$ cat src/rtl/la_mem_pkg.sv
// Shared definitions for the capture memory path.
// Holds the default BRAM geometry, the single-port grant encoding and a helper
// that turns an address width into a sample capacity.
package la_mem_pkg;

    localparam int unsigned DEF_ADDR_W = 18;
    localparam int unsigned DEF_DATA_W = 8;

    // Which requester owns the BRAM port in a given cycle.
    typedef enum logic [1:0] {
        GNT_NONE,
        GNT_CAP,
        GNT_RD
    } gnt_e;

    function automatic int unsigned capacity(input int unsigned addr_w);
        return 32'd1 << addr_w;
    endfunction

    localparam int unsigned CAPACITY = capacity(DEF_ADDR_W);

endpackage

$ cat src/rtl/rd_resp_pipe.sv
// Read response pipeline for the capture BRAM.
// Tracks in-flight reads with a valid shift register and captures the BRAM
// read data into a response register so responses leave in issue order.
// Ports:
//   clk, reset  - clock, asynchronous active-high reset
//   rd_issue    - a read is presented on the BRAM port this cycle
//   ram_rdata   - BRAM read data, valid RD_LAT cycles after rd_issue
//   rsp_valid   - one-cycle response strobe
//   rsp_data    - response data, valid with rsp_valid
// RD_LAT must be at least 1.
module rd_resp_pipe #(
    parameter int unsigned DATA_W = 8,
    parameter int unsigned RD_LAT = 1
) (
    input  logic              clk,
    input  logic              reset,
    input  logic              rd_issue,
    input  logic [DATA_W-1:0] ram_rdata,
    output logic              rsp_valid,
    output logic [DATA_W-1:0] rsp_data
);

    // vld_q[k] marks a read whose enable was seen k+1 cycles ago.
    logic [RD_LAT:0]   vld_q;
    logic [DATA_W-1:0] rsp_data_q;

    always_ff @(posedge clk or posedge reset) begin
        if (reset) begin
            vld_q      <= '0;
            rsp_data_q <= '0;
        end else begin
            vld_q <= {vld_q[RD_LAT-1:0], rd_issue};
            // BRAM output is valid for the stage RD_LAT-1; latch it on the way out.
            if (vld_q[RD_LAT-1]) begin
                rsp_data_q <= ram_rdata;
            end
        end
    end

    assign rsp_valid = vld_q[RD_LAT];
    assign rsp_data  = rsp_data_q;

endmodule

$ cat src/rtl/capture_mem_arbiter.sv
// Single-port owner of the capture BRAM.
// Arbitrates the port between the capture write stream and host readback,
// generates the write address from a fill counter and reports fill status.
// Ports:
//   clk, reset            - clock, asynchronous active-high reset
//   clr                   - synchronous clear of fill counter, overflow, streak
//   cap_valid/data/ready  - capture write stream (ready is combinational)
//   rd_valid/addr/ready   - host read requests (ready is combinational)
//   rsp_valid/data        - in-order read responses, no backpressure
//   wr_count, full        - samples written since clear, memory full
//   overflow              - sticky, a sample was offered while full
//   ram_*                 - registered BRAM port, ram_rdata from the BRAM
module capture_mem_arbiter
    import la_mem_pkg::*;
#(
    parameter int unsigned ADDR_W     = DEF_ADDR_W,
    parameter int unsigned DATA_W     = DEF_DATA_W,
    parameter int unsigned RD_LAT     = 1,
    parameter int unsigned STARVE_MAX = 4
) (
    input  logic              clk,
    input  logic              reset,
    input  logic              clr,
    input  logic              cap_valid,
    input  logic [DATA_W-1:0] cap_data,
    output logic              cap_ready,
    input  logic              rd_valid,
    input  logic [ADDR_W-1:0] rd_addr,
    output logic              rd_ready,
    output logic              rsp_valid,
    output logic [DATA_W-1:0] rsp_data,
    output logic [ADDR_W:0]   wr_count,
    output logic              full,
    output logic              overflow,
    output logic              ram_en,
    output logic              ram_we,
    output logic [ADDR_W-1:0] ram_addr,
    output logic [DATA_W-1:0] ram_wdata,
    input  logic [DATA_W-1:0] ram_rdata
);

    localparam int unsigned CNT_W    = ADDR_W + 1;
    localparam int unsigned STREAK_W = $clog2(STARVE_MAX + 1);

    localparam logic [CNT_W-1:0]    FULL_COUNT   = CNT_W'(capacity(ADDR_W));
    localparam logic [STREAK_W-1:0] STREAK_LIMIT = STREAK_W'(STARVE_MAX);

    logic [CNT_W-1:0]    wr_count_q;
    logic [STREAK_W-1:0] streak_q;
    logic                overflow_q;
    logic                ram_en_q;
    logic                ram_we_q;
    logic [ADDR_W-1:0]   ram_addr_q;
    logic [DATA_W-1:0]   ram_wdata_q;

    logic is_full;
    logic starved;
    logic cap_req;
    logic rd_req;
    gnt_e gnt;

    always_comb begin
        is_full = (wr_count_q == FULL_COUNT);
        starved = (streak_q == STREAK_LIMIT);
        // clr and reset both suppress every grant in their cycle.
        cap_req = cap_valid && !is_full && !clr && !reset;
        rd_req  = rd_valid && !clr && !reset;

        gnt = GNT_NONE;
        if (cap_req && !(rd_req && starved)) begin
            gnt = GNT_CAP;
        end else if (rd_req) begin
            gnt = GNT_RD;
        end
    end

    assign cap_ready = (gnt == GNT_CAP);
    assign rd_ready  = (gnt == GNT_RD);

    always_ff @(posedge clk or posedge reset) begin
        if (reset) begin
            wr_count_q  <= '0;
            streak_q    <= '0;
            overflow_q  <= 1'b0;
            ram_en_q    <= 1'b0;
            ram_we_q    <= 1'b0;
            ram_addr_q  <= '0;
            ram_wdata_q <= '0;
        end else begin
            ram_en_q <= (gnt != GNT_NONE);
            ram_we_q <= (gnt == GNT_CAP);

            // Address and write data hold when the port is idle.
            if (gnt == GNT_CAP) begin
                ram_addr_q  <= wr_count_q[ADDR_W-1:0];
                ram_wdata_q <= cap_data;
                wr_count_q  <= wr_count_q + CNT_W'(1);
            end else if (gnt == GNT_RD) begin
                ram_addr_q <= rd_addr;
            end

            if (clr) begin
                wr_count_q <= '0;
                streak_q   <= '0;
                overflow_q <= 1'b0;
            end else begin
                if (cap_valid && is_full) begin
                    overflow_q <= 1'b1;
                end
                // Streak counts writes that overtook a waiting read.
                if (!rd_valid || gnt == GNT_RD) begin
                    streak_q <= '0;
                end else if (gnt == GNT_CAP) begin
                    streak_q <= streak_q + STREAK_W'(1);
                end
            end
        end
    end

    assign wr_count  = wr_count_q;
    assign full      = is_full;
    assign overflow  = overflow_q;
    assign ram_en    = ram_en_q;
    assign ram_we    = ram_we_q;
    assign ram_addr  = ram_addr_q;
    assign ram_wdata = ram_wdata_q;

    rd_resp_pipe #(
        .DATA_W (DATA_W),
        .RD_LAT (RD_LAT)
    ) u_rd_resp_pipe (
        .clk       (clk),
        .reset     (reset),
        .rd_issue  (ram_en_q && !ram_we_q),
        .ram_rdata (ram_rdata),
        .rsp_valid (rsp_valid),
        .rsp_data  (rsp_data)
    );

endmodule
$ cat config.mk
export PLATFORM = sky130hd
export DESIGN_NAME = capture_mem_arbiter
export DESIGN_NICKNAME = d
export VERILOG_FILES = /design/src/rtl/la_mem_pkg.sv /design/src/rtl/rd_resp_pipe.sv /design/src/rtl/capture_mem_arbiter.sv
export SDC_FILE = /design/constraint.sdc
export NUM_CORES = 1
export LEC_CHECK = 0
export BUFFER_PORTS_ARGS = -buffer_cell sky130_fd_sc_hd__clkbuf_2
export CORE_ASPECT_RATIO = 2
export CORE_MARGIN = 4
export CORE_UTILIZATION = 40
export DETAILED_ROUTE_END_ITERATION = 12
export PLACE_DENSITY = 0.66
export REMOVE_ABC_BUFFERS = 1
export SKIP_CTS_REPAIR_TIMING = 1
export SYNTH_ARGS = -nofsm -noshare
export SYNTH_HDL_FRONTEND = slang
export SYNTH_HIERARCHICAL = 1
export SYNTH_SLANG_ARGS = --single-unit
$ cat constraint.sdc
create_clock -name clk -period 2.8 [get_ports clk]
set_input_delay 0.14 -clock clk [delete_from_list [all_inputs] [get_ports clk]]
set_output_delay 0.14 -clock clk [all_outputs]
set_load 0.005 [all_outputs]
# Word level (Yosys, flattened, before mapping)
# Cells that the tools add are included.
# word_totals
regBits,61
inputBits,39
out_inout_bits,60
wordCells,47
# classes
addsub,2
n_eq_ne,4
muxes,11
n_reduce_logical,21
# ops
cell,n
two-way mux 19 bit,2
two-way mux 18 bit,2
"adder 19 x 1 -> 19 bit, second input constant",1
"== test 19 bit, second input constant",1
logical AND 1 bit,9
two-way mux 3 bit,3
nonzero test 2 bit,4
logical NOT 1 bit,6
two-way mux 2 bit,2
"adder 3 x 1 -> 3 bit, second input constant",1
"== test 3 bit, second input constant",1
nonzero test 3 bit,1
"== test 2 x 1 -> 1 bit, second input constant",1
"== test 2 bit, second input constant",1
two-way mux 1 bit,2
logical OR 1 bit,1

# Logic depth before layout (Yosys ltp)
# logic_depth
depth_word,11
depth_mapped,10
ltp_nobuf,7

# By module
# Netlist, hierarchy kept.
# modules_own_cells
mod,n_inst,cells_per_inst,area_per_inst_um2,seq_area_each_um2
capture_mem_arbiter,1,235,2544.9,1276.2
rd_resp_pipe,1,20,385.4,250.2

# Worst setup path after synthesis
# Ideal clock, no wire load.
# synth_path
kind,register to register
from,register wr_count_q[0] (netlist: wr_count[0])
to,register ram_addr_q[11] (netlist: ram_addr[11])
setup_ps,126
t_arrival_ps,2011
required_time_ps,2674
setup_slack_ps,663
path_stages_with_launch,10
path_buffers,2
synth_period_minus_slack_ps,2137
cell_sequence,dfrtp_1 -> inv_1 -> ha_1 -> nor4b_1 -> and3_1 -> clkbuf_1 -> a21oi_4 -> buf_4 -> and2_1 -> a221o_1
# synth_via
elab_chain_cells,9
elab_cells_between_ends,11
classes_between,eq/ne (3); mux (2); reduce/logical (6)
# synth_rtl
element,line_no,source
start: declaration,capture_mem_arbiter.sv:48,logic [CNT_W-1:0] wr_count_q;
start signal: assignment,capture_mem_arbiter.sv:97,wr_count_q <= wr_count_q + CNT_W'(1);
== test 19 bit (*),capture_mem_arbiter.sv:63,is_full = (wr_count_q == FULL_COUNT);
logical NOT 1 bit (*),capture_mem_arbiter.sv:66,cap_req = cap_valid && !is_full && !clr && !reset;
logical AND 1 bit (*) (3 in series),capture_mem_arbiter.sv:66,
logical AND 1 bit (*),capture_mem_arbiter.sv:70,if (cap_req && !(rd_req && starved)) begin
two-way mux 2 bit (*),capture_mem_arbiter.sv:70,
== test 2 x 1 -> 1 bit / == test 2 bit (equally long branches),"capture_mem_arbiter.sv:94, capture_mem_arbiter.sv:98",
two-way mux 18 bit / nonzero test 2 bit (equally long branches),n/a,
end signal: assignment,capture_mem_arbiter.sv:95,ram_addr_q <= wr_count_q[ADDR_W-1:0];
end signal: assignment,capture_mem_arbiter.sv:99,ram_addr_q <= rd_addr;
end: declaration,capture_mem_arbiter.sv:53,logic [ADDR_W-1:0] ram_addr_q;
# Mark *: on every way between the ends. The rest lies on a longest branch, timed or not.
# A chain may end at the register's enable or synchronous reset.

# Worst setup path in the final report
# layout_path
from,register wr_count_q[0] (netlist: wr_count[0])
to,output port rd_ready
# layout_via
elab_chain_cells,8
# layout_rtl
element,line_no,source
== test 19 bit,capture_mem_arbiter.sv:63,
logical NOT 1 bit,capture_mem_arbiter.sv:66,
logical AND 1 bit (3 in series),capture_mem_arbiter.sv:66,
logical AND 1 bit,capture_mem_arbiter.sv:70,
two-way mux 2 bit,capture_mem_arbiter.sv:70,
== test 2 bit,capture_mem_arbiter.sv:78,assign rd_ready = (gnt == GNT_RD);
end: declaration,capture_mem_arbiter.sv:29,"output logic rd_ready,"
# No other way between the ends.

==> impl_results.md <==
* Status: finished clean
* Post-detailed-route count of antenna-violating nets at 0
* Fin crit period at between 2 and 3 ns
* Synth Cell Area at 0.002930 mm^2
* Vias/cell at between 5 and 6
* Fmax at ~390 MHz
* Unrepaired setup endpoints after global routing: no
* Yosys cell types at 54
* Row count at between 40 and 50
* Vias in the first global route at 2,517
* Core ar. at roughly 0.007 mm^2
* Hold Crit Class: in2reg
* Via count at ~2,400
* Starting DRC count in detailed routing at between 150 and 200
* Root Driver: clkbuf_16
* Post-synth EDFFs at 0
* I/O pin total at 99
* Final number of setup-violating endpoints at 0
* Rel. slew slack at just under 50%
* Clock Tree Buf Depth at 2
* Crit start category: flop
* Area fraction in compound gates after synthesis at a little over an eighth
* Buffers & Inverters on Critical Path at 3
* Layout Skew at 0.004690 ns
* Starting Density at 41.58%
* Pre-CTS setup slack at 0.2653 ns
* Post-DR wirelength/cell at 17.41 um
* I/O Buffers at 98
* Max Slew Vio Count at 0
* NumNets Final at just over 400
* Worst Path Required at 2.66 ns
* Clk_lat worst skew at approximately 0.32 ns
* Die Height at between 100 and 150 um
* Cts bufs inserted at 9
* Leak Pwr at 1.905 nW
* Synth warn at 6
* Final Hold Fails at 0
* H-tree levels at 3
* CP endpoint kind: output port
* Period utilization at between 90% and 100%
* Clock slew seen by the registers of the worst setup and hold paths at ~0.05 ns
* Non-Filler Instances at 459
* PwrDens at around 640 mW/mm^2
* Slowest stage cell, crit path: dfrtp_1
* Tot Pwr at ~2.5 mW
* CTS tree: done
* Die ar. at between 0.008 and 0.009 mm^2
* Finished Cell Area at just under 0.004 mm^2
* Maximum vdd drop at between 0.4 and 0.5 mV
* Fraction of layout cells with a size suffix above 1 at roughly 38%
* Maxcap violations at 0
* Largest family of logic cells by synthesized area: simple AND/OR/NAND/NOR gates
* Slowest stage delay, CP at between 0.4 and 0.5 ns
* HPWL after DPL at 6183 um
* Grt total ovfl at 0
* Placed cell count at between 400 and 500
* Synth async-reset ratio at 100.0%
* Initial antenna violation count at 0
* Primary FF master, synth: dfrtp_1
* Area share of and/or/nand/nor cells after synthesis at between 15 and 20%
* Syn Area/Cell at 11.49 um^2
* Xor-xnor portion of the synthesized cell area at ~3.0%
* # clock sinks at 61
* Ant. Diodes at 0
* CP top delay family: simple AND/OR/NAND/NOR gates
* Global-route wire length before repair at approximately 12,000 um
* Largest net degree at the start of global routing at 35
* Yosys reg bits at approximately 60
* Fill count at 641
* Worst Tran Pin Value at 0.7769 ns
* CP arrival at roughly 2.5 ns
* Kind of critical path: reg2out
* Crit path cell chain: inv_1 > ha_1 > nor4b_1 > and3_2 > and2_1 > o22a_1 > buf_4 > clkbuf_2
* Mux contribution to synthesized area at 8.924%
* Worst hold margin at roughly 0.042 ns
* Dpl cell area at between 0.003 and 0.004 mm^2
* Final worst slack at ~0.20 ns
* Crit Path Max Fanout at 17
* Post-Synth Adder-Cell Area at 1.708%
* Setup slack, reg-to-reg at between 0.4 and 0.5 ns
* Area Growth Syn to Fin at 31.77%
* Sequential area share after synthesis at 52.09%
* Cells after synthesis at 255
* Die Wd at 68.52 um
* Global Route Usage Sum at 18.91%
* Wirelength, routed at between 7000 and 8000 um
* First-pass detailed-route iteration total at 4
* DRC viols at 0
* Placer congestion estimate at between 0.8 and 0.9
-- area by class of cell --
class / instances / area [um^2] / share of cell area (%)
clock buffers: 13 / 270.3 / 6.999
repair buffers: 109 / 575.6 / 14.91
inverters: 12 / 45.04 / 1.167
multi-input cells: 171 / 1289 / 33.38
flip-flops and latches: 61 / 1526 / 39.53
clock inverters: 3 / 42.54 / 1.102
well taps: 90 / 112.6 / 2.916
-- state kept, by name, indices dropped and copies added, names as in the netlist --
register and cells:
overflow 1, ram_addr 18, ram_en 1, ram_wdata 8, ram_we 1, streak_q 3, u_rd_resp_pipe/rsp_data 8, u_rd_resp_pipe/vld_q 2
wr_count 19
-- synthesized netlist by cell type, drive strengths merged (2+ instances only) --
cell type,number,area (um^2)
a22oi,3,22.52
nor3,7,46.30
o21ai,3,15.01
and2,14,87.58
nor2b,2,12.51
dfrtp,61,1526
or2,2,12.52
nor4,2,27.53
a21oi,11,70.07
ha,4,50.05
xor2,2,17.52
mux2i,4,40.04
nand2b,2,12.51
or4,2,18.77
a221o,16,160.2
nand2,12,45.04
nand4,6,37.54
or3,2,12.51
nand3,6,30.03
inv,12,45.05
xnor2,8,70.07
clkbuf,2,7.510
a211oi,3,22.52
nor2,23,86.33
buf,9,70.06
mux2,17,221.5
and3,3,18.77
nor4b,2,17.52
and4,2,17.52
-- placed cells by master, fill, tap and decap left out, drive strengths merged, types with 7 or more instances in the layout --
cell type and count:
dfrtp 61, a221o 16, nor2 23, a21oi 11
inv 12, clkbuf 111, xnor2 8, and2 14
mux2 17, buf 10, nor3 7, nand2 12
-- per-stage QoR --
step | TNS (ns) | utilization, %
global placement | 0 | 49.88
detailed placement | 0 | 49.88
floorplan | 0 | -
finish | 0 | 54.78
CTS | -0.07958 | 54.32
global route | 0 | 54.78
-- where the power goes --
part | internal [mW] | total (mW) | leakage [nW] | switching [mW]
clock network | 0.759 | 1.13 | 0.152 | 0.366
logic | 0.176 | 0.312 | 0.967 | 0.135
registers | 0.977 | 1.03 | 0.786 | 0.0572
total | 1.91 | 2.47 | 1.91 | 0.559
-- layer usage --
layer  global-route usage (%)  part of all wire [%]  up-vias
met1                    19.89                    36     1188
met5                        0                     0        -
met3                    4.597                   5.4       18
met4                    11.14                   2.6        0
li1                         -                     -     1155
met2                    32.68                    56       79
-- cells by family (layout without fill, tap and decap cells) --
family	Yosys count	in the layout
DFF	61	61
xor gates and xnor gates	10	10
adders and majority gates	4	4
buffers and inverters	23	137
AOI/OAI and AO/OA	48	48
and+or+nand+nor	88	88
muxes	21	21
-- worst paths after layout --
kind	endpoint	start	depth (start not counted)
setup / recovery	rd_ready	wr_count[0]$_DFFE_PP0P_	8
setup reg to reg	ram_addr[5]$_DFFE_PP0P_	wr_count[3]$_DFFE_PP0P_	7
hold reg to reg	u_rd_resp_pipe/vld_q[0]$_DFF_PP0_	ram_we$_DFF_PP0_	1
hold / removal	ram_wdata[4]$_DFFE_PP0P_	cap_data[4]	2
min in group asynchronous	streak_q[1]$_DFFE_PP0P_	reset	3
max in group asynchronous	wr_count[16]$_DFFE_PP0P_	reset	4
Note: power is estimated with default switching activity, not from simulation.
